[src/rtl/sm3_pad_sched.sv]
// Two-requester round-robin scheduler feeding serial messages into an SM3 padding unit.
// Optional GRANT watchdog enabled by defining SM3_PAD_SCHED_WDOG_EN.
module sm3_pad_sched #(
    parameter int MAX_BITS   = 447,
    parameter int GAP_CYCLES = 4
) (
    input  logic       clk,
    input  logic       rst,
    input  logic [1:0] req,
    output logic [1:0] gnt,
    input  logic [1:0] in_data,
    input  logic [1:0] in_en,
    output logic       pad_data,
    output logic       pad_en,
    input  logic       pad_out_en,
    output logic       busy,
    output logic [1:0] done,
    output logic       err,
    output logic       timeout
);

    localparam int          GAP_W   = $clog2(GAP_CYCLES);
    localparam logic [10:0] MAX_CNT = 11'(MAX_BITS);
    localparam logic [9:0]  PAD_LEN = 10'd512;

    typedef enum logic [2:0] {
        S_IDLE,
        S_GRANT,
        S_XFER,
        S_DRAIN,
        S_GAP
    } state_t;

    state_t           state;
    logic             sel;        // latched winner
    logic             prio;       // requester favoured on a tie
    logic [10:0]      bit_cnt;
    logic [9:0]       pad_cnt;
    logic             pad_seen;
    logic             trunc_chk;
    logic [GAP_W-1:0] gap_cnt;
    logic             win;
`ifdef SM3_PAD_SCHED_WDOG_EN
    logic [7:0]       wdog;
`endif

    assign win  = (req == 2'b11) ? prio : req[1];
    assign busy = (state != S_IDLE);

    always_ff @(posedge clk or posedge rst) begin
        if (rst) begin
            state     <= S_IDLE;
            sel       <= 1'b0;
            prio      <= 1'b0;
            gnt       <= 2'b00;
            pad_data  <= 1'b0;
            pad_en    <= 1'b0;
            done      <= 2'b00;
            err       <= 1'b0;
            bit_cnt   <= '0;
            pad_cnt   <= '0;
            pad_seen  <= 1'b0;
            trunc_chk <= 1'b0;
            gap_cnt   <= '0;
`ifdef SM3_PAD_SCHED_WDOG_EN
            timeout   <= 1'b0;
            wdog      <= '0;
`endif
        end else begin
            // NOTE: pulse outputs default low every cycle; the case below raises them for one edge only.
            done <= 2'b00;
`ifdef SM3_PAD_SCHED_WDOG_EN
            timeout <= 1'b0;
`endif
            case (state)
                S_IDLE: begin
                    pad_en <= 1'b0;
                    if (req != 2'b00) begin
                        sel       <= win;
                        gnt       <= 2'b01 << win;
                        prio      <= ~win;
                        bit_cnt   <= '0;
                        pad_cnt   <= '0;
                        pad_seen  <= 1'b0;
                        trunc_chk <= 1'b0;
`ifdef SM3_PAD_SCHED_WDOG_EN
                        wdog      <= '0;
`endif
                        state     <= S_GRANT;
                    end
                end

                S_GRANT: begin
                    if (in_en[sel]) begin
                        pad_en   <= 1'b1;
                        pad_data <= in_data[sel];
                        bit_cnt  <= 11'd1;
                        if (MAX_CNT == 11'd1) begin
                            gnt       <= 2'b00;
                            trunc_chk <= 1'b1;
                            state     <= S_DRAIN;
                        end else begin
                            state <= S_XFER;
                        end
                    end else if (!req[sel]) begin
                        gnt   <= 2'b00;
                        state <= S_IDLE;
                    end
`ifdef SM3_PAD_SCHED_WDOG_EN
                    else if (wdog == 8'hfe) begin
                        timeout <= 1'b1;
                        gnt     <= 2'b00;
                        gap_cnt <= '0;
                        state   <= S_GAP;
                    end else begin
                        wdog <= wdog + 8'd1;
                    end
`endif
                end

                S_XFER: begin
                    if (in_en[sel]) begin
                        pad_en   <= 1'b1;
                        pad_data <= in_data[sel];
                        bit_cnt  <= bit_cnt + 11'd1;
                        // Reaching the limit: leave now and let DRAIN see if the burst kept going.
                        if (bit_cnt + 11'd1 == MAX_CNT) begin
                            gnt       <= 2'b00;
                            trunc_chk <= 1'b1;
                            state     <= S_DRAIN;
                        end
                    end else begin
                        pad_en <= 1'b0;
                        gnt    <= 2'b00;
                        state  <= S_DRAIN;
                    end
                end

                S_DRAIN: begin
                    pad_en    <= 1'b0;
                    trunc_chk <= 1'b0;
                    if (trunc_chk && in_en[sel]) begin
                        err <= 1'b1;
                    end
                    if (pad_out_en) begin
                        pad_seen <= 1'b1;
                        if (pad_cnt != 10'h3ff) begin
                            pad_cnt <= pad_cnt + 10'd1;
                        end
                    end else if (pad_seen) begin
                        done    <= 2'b01 << sel;
                        if (pad_cnt != PAD_LEN) begin
                            err <= 1'b1;
                        end
                        gap_cnt <= '0;
                        state   <= S_GAP;
                    end
                end

                S_GAP: begin
                    pad_en <= 1'b0;
                    if (gap_cnt == GAP_W'(GAP_CYCLES - 1)) begin
                        state <= S_IDLE;
                    end else begin
                        gap_cnt <= gap_cnt + GAP_W'(1);
                    end
                end

                default: begin
                    state <= S_IDLE;
                    gnt   <= 2'b00;
                end
            endcase
        end
    end

`ifndef SM3_PAD_SCHED_WDOG_EN
    assign timeout = 1'b0;
`endif

endmodule

[config.mk]
export PLATFORM = sky130hd
export DESIGN_NAME = sm3_pad_sched
export DESIGN_NICKNAME = d
export VERILOG_FILES = /design/src/rtl/sm3_pad_sched.sv
export SDC_FILE = /design/constraint.sdc
export NUM_CORES = 1
export LEC_CHECK = 0
export BUFFER_PORTS_ARGS = -buffer_cell sky130_fd_sc_hd__buf_2
export CAP_MARGIN = 15
export CORE_UTILIZATION = 35
export DETAILED_ROUTE_END_ITERATION = 16
export REMOVE_ABC_BUFFERS = 1
export SKIP_CTS_REPAIR_TIMING = 1
export SLEW_MARGIN = 10
export SYNTH_ARGS = -nofsm -noshare
export SYNTH_HDL_FRONTEND = slang
export SYNTH_SLANG_ARGS = --single-unit
[constraint.sdc]
create_clock -name clk -period 2.3 [get_ports clk]
set_input_delay 0.345 -clock clk [delete_from_list [all_inputs] [get_ports clk]]
set_output_delay 0.345 -clock clk [all_outputs]
set_load 0.01 [all_outputs]
; Word-level counts from Yosys, hierarchy flattened
; Cells that the tools add are included.
; Widths: inputs -> output; s select.
[totals]
input_bits = 9
out_inout_bits = 9
register_bits = 37
word_cells = 116
[op_classes]
eq_ne = 23
shifts = 2
bitwise = 2
add_sub_neg = 3
muxes = 50
n_reduce_logical = 22
order_cmp = 1
[ops]
columns = op, count
row1 = $mux 11, 3
row2 = $pmux 11 s3, 1
row3 = $mux 10, 3
row4 = $mux 3, 8
row5 = $ne 2x2->1 const B, 12
row6 = $mux 2, 11
row7 = $ne 10x10->1 const B, 2
row8 = $pmux 10 s2, 1
row9 = $mux 1, 17
row10 = $reduce_and 4->1, 4
row11 = $pmux 3 s5, 1
row12 = $reduce_bool 3->1, 4
row13 = $add 11x1->11 const B, 1
row14 = $eq 11x9->1 const B, 1
row15 = $add 10x1->10 const B, 1
row16 = $pmux 2 s4, 1
row17 = $eq 3x2->1 const B, 2
row18 = $ne 3x3->1 const B, 2
row19 = $pmux 1 s3, 2
row20 = $reduce_and 2->1, 3
row21 = $reduce_and 6->1, 1
row22 = $reduce_bool 2->1, 3
row23 = $reduce_and 5->1, 1
row24 = $eq 2x2->1 const B, 2
row25 = 13 further kinds, 16

; Logic depth before layout (Yosys ltp)
; Gate-level depths: netlist (run 1).
[depth]
ltp_word = 7
mapped_depth = 7
depth_no_buf = 6

; Least setup slack after synthesis (run 1)
; Ideal clock, no wire load.
[synth_path]
path_type = register to register
start = register pad_cnt[0]
end = register pad_cnt[3]
path_buffers = 0
setup_time_ns = 0.066
period_less_slack_ns = 1.680
slack_ns = 0.620
required_ns = 2.234
arrival_time_ns = 1.614
path_stages_with_launch = 7
cell_sequence = dfrtp_1 ha_1 and3_1 nand4_1 nand2_2 or4_1 nand2_1
[synth_between]
elab_chain_cells = 4
elab_cells_between_ends = 7
classes_between = 1 x add/sub / 2 x eq/ne / 3 x mux / 1 x reduce/logical
[synth_rtl]
columns = element, line_no
row1 = from (decl), 38  ; logic [9:0] pad_cnt;
row2 = from (signal assigned), 148  ; pad_cnt <= pad_cnt + 10'd1;
row3 = $add 10x1->10, 148
row4 = $mux 10, 147  ; if (pad_cnt != 10'h3ff) begin
row5 = $mux 10, 145  ; if (pad_out_en) begin
row6 = $pmux 10 s2, 75  ; case (state)
; Several ways; a longest one is shown, not always the timed one. The select of a mux whose other input is x is not followed.
; A chain may end at the register's enable or synchronous reset.

; Worst setup path after layout (run 1)
[layout_path]
start = register bit_cnt[0]
end = register gnt[0]
[layout_between]
elab_chain_cells = 4
[layout_rtl]
columns = element, line_no
row1 = from (decl), 37  ; logic [10:0] bit_cnt;
row2 = from (signal assigned), 125  ; bit_cnt <= bit_cnt + 11'd1;
row3 = $add 11x1->11, 127  ; if (bit_cnt + 11'd1 == MAX_CNT) begin
row4 = $eq 11x9->1, 127
row5 = $ne 3x3->1 (no line), --
row6 = $reduce_and 5->1 (no line), --
row7 = to (signal assigned), 80  ; gnt <= 2'b01 << win;
row8 = to (decl), 10  ; output logic [1:0] gnt,
; Every way passes these cells.

==> results of run 1 <==
## layer usage
metal | vias to the layer above | wire (um) | share of wire [%]
met1 | 848 | 2200 | 50
met3 | 7 | 149 | 3.4
met2 | 29 | 1960 | 45
met4 | 0 | 52 | 1.2
li1 | 886 | - | -
met5 | - | 0 | 0
## registers in the layout, summed over array words and instances (netlist names), 2 cells and up
signal   cells
gap_cnt      2
state        3
bit_cnt     11
done         2
pad_cnt     10
gnt          2
## critical path: stages, from the launching register on
cell and delay (ns):
dfrtp_1 0.45, ha_1 0.28, nand3_2 0.19, nor3_2 0.28, xnor2_1 0.16, o2111ai_2 0.20, o21a_1 0.23
## logic make-up after synthesis
family                   count (synthesis)  synth area share (%)
AND/OR/NAND/NOR                         96                  24.2
AO/OA/AOI/OAI                           59                  17.9
flip-flops                              37                  43.1
buffers and inverters                   21                  4.37
XOR/XNOR                                 9                  3.67
multiplexers                             7                  3.67
adder cells (fa/ha/maj)                  5                  2.91
other                                    1                 0.175
## Yosys cell counts (2+ instances only)
master	instances	share of area, %
o21ai_0	18	4.2
o211ai_1	4	1.4
a31oi_1	6	1.7
xor2_1	6	2.4
nor3_1	4	0.93
nand3_1	13	3.0
buf_4	2	0.70
o21a_1	2	0.70
nor2_1	21	3.7
buf_2	6	1.4
mux2i_1	3	1.4
and4_1	2	0.82
or4_1	3	1.0
a31o_2	2	0.82
a21o_1	2	0.70
nand2_1	21	3.7
clkbuf_1	2	0.35
ha_1	5	2.9
nand4_1	7	2.0
a21oi_1	7	1.6
xnor2_1	3	1.2
nor4_1	2	0.58
nand2b_1	6	1.7
o21ai_1	2	0.47
and3_1	3	0.87
o31ai_1	6	2.1
mux2_2	3	1.6
inv_1	11	1.9
nor2b_1	3	0.87
nand3b_1	2	0.70
o41ai_1	2	0.82
dfrtp_1	37	43
## power breakdown
group          switching [mW]  internal, mW  total, mW
combinational           0.568         0.398      0.966
clock                   0.217         0.215      0.433
sequential              0.186         0.804      0.990
total                   0.971          1.42       2.39
## worst max-delay path by stage
stage / startpoint / slack [ns] / endpoint
after floorplan: state[0] / 0.53 / pad_cnt[3]
after global placement: bit_cnt[0] / 0.37 / gnt[0]
after detailed placement: bit_cnt[0] / 0.40 / gnt[0]
after CTS: bit_cnt[0] / 0.39 / gnt[0]
after global routing: bit_cnt[0] / 0.24 / gnt[0]
final: bit_cnt[0] / 0.40 / gnt[0]
## per-stage QoR
| stage | power (mW) | instance area (um2) | util, % | instances | worst slack [ns] |
|---|---|---|---|---|---|
| 6_report | 2.39 | 2390 | 40.4 | 330 | 0.401 |
| 5_1_grt | 2.61 | 2390 | 40.4 | 330 | 0.238 |
| 4_1_cts | 2.42 | 2390 | 40.4 | 330 | 0.385 |
| 3_5_place_dp | 1.97 | 2310 | 39.1 | 322 | 0.396 |
| 3_3_place_gp | 1.96 | 2310 | 39.1 | 322 | 0.374 |
| 2_1_floorplan | 1.65 | 2100 | - | 225 | 0.526 |
## cell type report
class | count | area share [%]
Tap cell | 75 | 3.92
Timing Repair Buffer | 22 | 5.22
Multi-Input combinational cell | 177 | 47.1
Clock buffer | 8 | 3.34
Sequential cell | 37 | 38.7
Inverter | 11 | 1.72
==> run_results.csv, run 1 <==
group,metric,value,unit
worst_setup_path,reg2reg_slack,0.40,ns
global_routing,grt_max_degree,38,
global_routing,globalRouteOverflowTotal,0,
placed_design,dp_hpwl,3070,um
layout,seqCellArea,926,um2
worst_setup_path,critical_path_required,2.48,ns
synthesis,synthArstFlopShare,100,%
global_routing,antenna_found_initial,0,
timing,slew_violations,0,
timing,rsz0062_at_grt,"false",
timing,slew-limit-headroom,64.7,%
hold_path,hold_class,"in2async",
power,powerDensity,997,mW/mm2
worst_setup_path,reg2reg_depth,6,
synthesis,synth-seq-area-share,43.1,%
layout,drive_gt1_share,16.1,%
timing,fin_skew,0.00645,ns
floorplanning,rows,28,
global_routing,use_met3,3.98,%
layout,multiInputGateArea,0.00113,mm2
synthesis,synth_ff_type,"dfrtp_1",
timing,finalHoldViolations,0,
layout,fillers,597,
worst_setup_path,setup.worst_path.start_class,"register",
worst_setup_path,crit_type,"reg2reg",
worst_setup_path,cp-end-kind,"register",
synthesis,synth-warning-count,0,
worst_setup_path,critPathMaxFanout,8,
floorplanning,dieArea,0.00646,mm2
global_routing,use_met2,24.3,%
global_routing,grt_pass1_wl,7930,um
run_status,status,"finished, final reports clean",
timing,worst_slew_pin_slew,0.525,ns
detailed_routing,drc,0,
synthesis,synth_cells,235,
cts,cts_root_buf,"clkbuf_8",
cts,cts.path.max_buffers,2,
detailed_routing,vias_per_cell,5.36,
cts,tritoncts,"yes",
floorplanning,die_height,80.3,um
detailed_routing,drt_pass1_iterations,4,
timing,finalSetupTns,0,ns
cts,insertion_delay,0.28,ns
cts,h-tree-depth,2,
synthesis,ys_ff_latch,37,
placed_design,place.port_buffers,16,
timing,finalCritPeriodShare,82.6,%
detailed_routing,wl,4350,um
layout,antennaDiodeCount,0,
floorplanning,core_area,0.00592,mm2
cts,cts_made_buffers,5,
timing,max_freq,527,MHz
cts,clock_sinks,37,
layout,mostFrequentLayoutCell,"dfrtp_1",
detailed_routing,final_antenna_net_count,0,
worst_setup_path,reg2reg_to,"gnt[0]",
floorplanning,initial_utilization,36.3,%
power,p_leak,1.05,nW
layout,layout.nets,268,
global_routing,grt_use_met1,21.5,%
job,cap_violations,0,
placed_design,gp_congestion,0.824,
synthesis,yosys.cell_types.count,51,
power,ir_worst_vdd,654,uV
synthesis,syn_area,0.00215,mm2
worst_setup_path,worstReg2RegStart,"bit_cnt[0]",
timing,post-route-min-period,1.90,ns
floorplanning,die_x,80.3,um
synthesis,synth_edf_count,0,
detailed_routing,wl_per_cell,13.2,um
layout,mostFrequentLayoutCells,"dfrtp_1 (37), nor2_1 (21), nand2_1 (21), o21ai_0 (18), buf_2 (16)",
timing,finalSetupViolCount,0,
detailed_routing,drt_iter0_drc,86,
global_routing,track_usage,15.9,%
layout,syn_to_final_growth,11.5,%
cts,path_clk_slew,0.07,ns
global_routing,grt_pass1_vias,1690,
timing,timing.hold.ws,0.156,ns
global_routing,grt.busiest_layer,"met2",
floorplanning,io_pins,18,
worst_setup_path,arrival,2.08,ns
detailed_routing,via_count,1770,
synthesis,avgSynthCellArea,9.14,um2
Note: power is estimated with default switching activity, not from simulation.
==> run 2: changes to the inputs <==
--- a/config.mk
+++ b/config.mk
@@ -5,6 +5,7 @@
 export SDC_FILE = /design/constraint.sdc
 export NUM_CORES = 1
 export LEC_CHECK = 0
+export ABC_AREA = 1
 export BUFFER_PORTS_ARGS = -buffer_cell sky130_fd_sc_hd__buf_2
 export CAP_MARGIN = 15
 export CORE_UTILIZATION = 35
==> constraint.sdc (replaced) <==
create_clock -name clk -period 1.54 [get_ports clk]
set_input_delay 0.231 -clock clk [delete_from_list [all_inputs] [get_ports clk]]
set_output_delay 0.231 -clock clk [all_outputs]
set_load 0.01 [all_outputs]
==> run_results.csv, run 2 <==
group,metric,value,unit
synthesis,synth_cells,287,
synthesis,synth-warning-count,0,
timing,finalHoldViolations,0,
layout,syn_to_final_growth,52.9,%
cts,h-tree-depth,2,
floorplanning,die_height,79.6,um
detailed_routing,wl,5560,um
worst_setup_path,worstReg2RegStart,"bit_cnt[1]",
layout,largest_register_ffs,11,
cts,cts.path.max_buffers,2,
power,p_clk_share,14.4,%
power,p_sw,2.18,mW
floorplanning,io_pins,18,
layout,mostFrequentLayoutCell,"nand2_1",
worst_setup_path,cp-end-kind,"register",
placed_design,pre_cts_ws,-0.207,ns
run_status,status,"finished with violations",
hold_path,hold_class,"in2async",
job,cap_violations,0,
power,combPwrFrac,59.9,%
synthesis,synth_edf_count,0,
layout,layout.nets,379,
power,p_int,3.07,mW
floorplanning,initial_utilization,37.4,%
layout,utilization,57.2,%
worst_setup_path,crit_type,"reg2reg",
global_routing,antenna_found_initial,0,
detailed_routing,via_count,2118,
layout,largestRegisters,"bit_cnt x11, pad_cnt x10, state x3",
floorplanning,core_area,0.00564,mm2
placed_design,dp_hpwl,3690,um
worst_setup_path,path_buf_inv,1,
layout,antennaDiodeCount,0,
floorplanning,dieArea,0.00634,mm2
placed_design,gp_congestion,0.903,
layout,fillers,474,
timing,finalSetupTns,-0.437,ns
worst_setup_path,cp.depth,10,
cts,cts_made_buffers,5,
synthesis,synth_common_cells,"nand2_1 (71), inv_1 (45), dfrtp_1 (37)",
worst_setup_path,critPathMaxFanout,5,
detailed_routing,wl_per_cell,12.7,um
detailed_routing,drc,0,
worst_setup_path,cpMaxStageDelayCell,"dfrtp_1",
layout,mostFrequentLayoutCells,"nand2_1 (49), buf_4 (47), inv_1 (37), dfrtp_1 (35), nand2_2 (16)",
placed_design,place.port_buffers,16,
timing,fin_ws,-0.0900,ns
run_status,violations,"negative setup slack",
timing,finalSetupViolCount,8,
synthesis,synth-seq-area-share,43.9,%
timing,finalCritPeriodShare,106,%
power,ir_worst_vdd,1220,uV
timing,timing.hold.ws,0.0476,ns
power,powerDensity,1630,mW/mm2
global_routing,grt_max_degree,38,
placed_design,dp_cells,416,
worst_setup_path,path_cells,"buf_6 -> nand2_4 -> nor2_4 -> nand3_2 -> nand2_1 -> nand2_2 -> nor2_4 -> nand3_2 -> or2_1 -> a21oi_2",
layout,drive_gt1_share,45.9,%
synthesis,yosysTopAreaCell,"dfrtp_1",
power,finalPower,5.26,mW
detailed_routing,drt_pass1_iterations,4,
placed_design,placed_cell_area,0.00259,mm2
global_routing,globalRouteOverflowTotal,0,
synthesis,syn_area,0.00211,mm2
worst_setup_path,critical_path_required,1.75,ns
global_routing,track_usage,17.1,%
worst_setup_path,cp_top_family,"simple AND/OR/NAND/NOR gates",
worst_setup_path,arrival,1.84,ns
worst_setup_path,slowest_delay,0.41,ns
synthesis,synthArstFlopShare,100,%
worst_setup_path,reg2reg_depth,10,
timing,max_freq,614,MHz
layout,seqCellArea,928,um2
cts,cts_root_buf,"clkbuf_8",
cts,tritoncts,"yes",
cts,clock_sinks,37,
power,p_leak,1.57,nW
synthesis,yosys.cell_types.count,28,
worst_setup_path,startpoint,"bit_cnt[1]",
layout,finalInstanceArea,0.00323,mm2
cts,path_clk_slew,0.08,ns
floorplanning,rows,27,
timing,rsz0062_at_grt,"true",
synthesis,yosysMostFrequentCell,"nand2_1",
timing,post-route-min-period,1.63,ns
detailed_routing,final_antenna_net_count,0,
worst_setup_path,setup.worst_path.start_class,"register",
layout,multiInputGateArea,0.00136,mm2
global_routing,grt_pass1_vias,1938,
detailed_routing,vias_per_cell,4.84,
synthesis,avgSynthCellArea,7.35,um2
power,swShare,41.5,%
layout,regMostFlops,"bit_cnt",
timing,fin_skew,0.00763,ns
synthesis,synth_top_area_share,43.9,%
cts,insertion_delay,0.28,ns
layout,final-instance-count-excl-fill,438,
global_routing,grt_pass1_wl,8530,um
power,pwr-share-seq,25.8,%
synthesis,synth_ff_type,"dfrtp_1",
synthesis,ys_ff_latch,37,
timing,slew_violations,0,
floorplanning,die_x,79.6,um
detailed_routing,drt_iter0_drc,93,
synthesis,synth_area_leaders,"dfrtp_1 (44%), nand2_1 (13%), inv_1 (8.0%)",
==> run 2: cell types whose count changed in the layout (fill, tap and decap cells not counted), sizes merged, moves of 6 or more <==
cell	previous run	this run
nand2	22	74
buf	22	73
inv	11	49
nor2	21	31
a31oi	6	0
nand2b	6	0
o31ai	6	0
==> run 2: power groups by stage <==
stage	sequential [mW]	clock (mW)	combinational [mW]
2_1_floorplan	1.36	0	1.06
3_3_place_gp	1.33	0	2.10
3_5_place_dp	1.33	0	2.11
4_1_cts	1.32	0.769	2.12
5_1_grt	1.38	0.803	3.41
6_report	1.35	0.756	3.15
==> run 2: area by class of cell <==
class	instances	area share, %
Timing Repair Buffer	73	17.1
Tap cell	72	2.79
Inverter	49	6.01
Clock buffer	7	2.99
Multi-Input combinational cell	199	42.2
Clock inverter	1	0.155
Sequential cell	37	28.8
==> run 2: final timing paths <==
kind / slack, ns / to
worst max-delay path: -0.09 / trunc_chk
worst min-delay path: 0.05 / pad_cnt[2]
worst max register to register: -0.09 / trunc_chk
worst min register to register: 0.49 / err
min in group clk: 0.32 / pad_data
max in group asynchronous: 1.13 / state[0]
==> run 2: cells by family (layout without fill, tap and decap cells) <==
group	Yosys count	count (layout)	share of synthesized area (%)
simple gates	142	143	29.2
buf+inv	52	130	9.85
compound gates	49	49	13.5
flops	37	37	43.9
fa+ha+maj	5	5	2.97
other cells	1	1	0.178
xor+xnor	1	1	0.415
==> run 2: per-layer routing <==
layer  track usage (%)  routed length, um
met5                 0                  0
met2              26.2               2630
met4              4.73                 61
met1              24.2               2700
met3              3.54                172
==> run 2: worst register-to-register path: stages (launching register included) <==
cell	delay, ns
dfrtp_1	0.41
buf_6	0.14
nand2_4	0.05
nor2_4	0.17
nand3_2	0.08
nand2_1	0.07
nand2_2	0.07
nor2_4	0.12
nand3_2	0.09
or2_1	0.24
a21oi_2	0.11
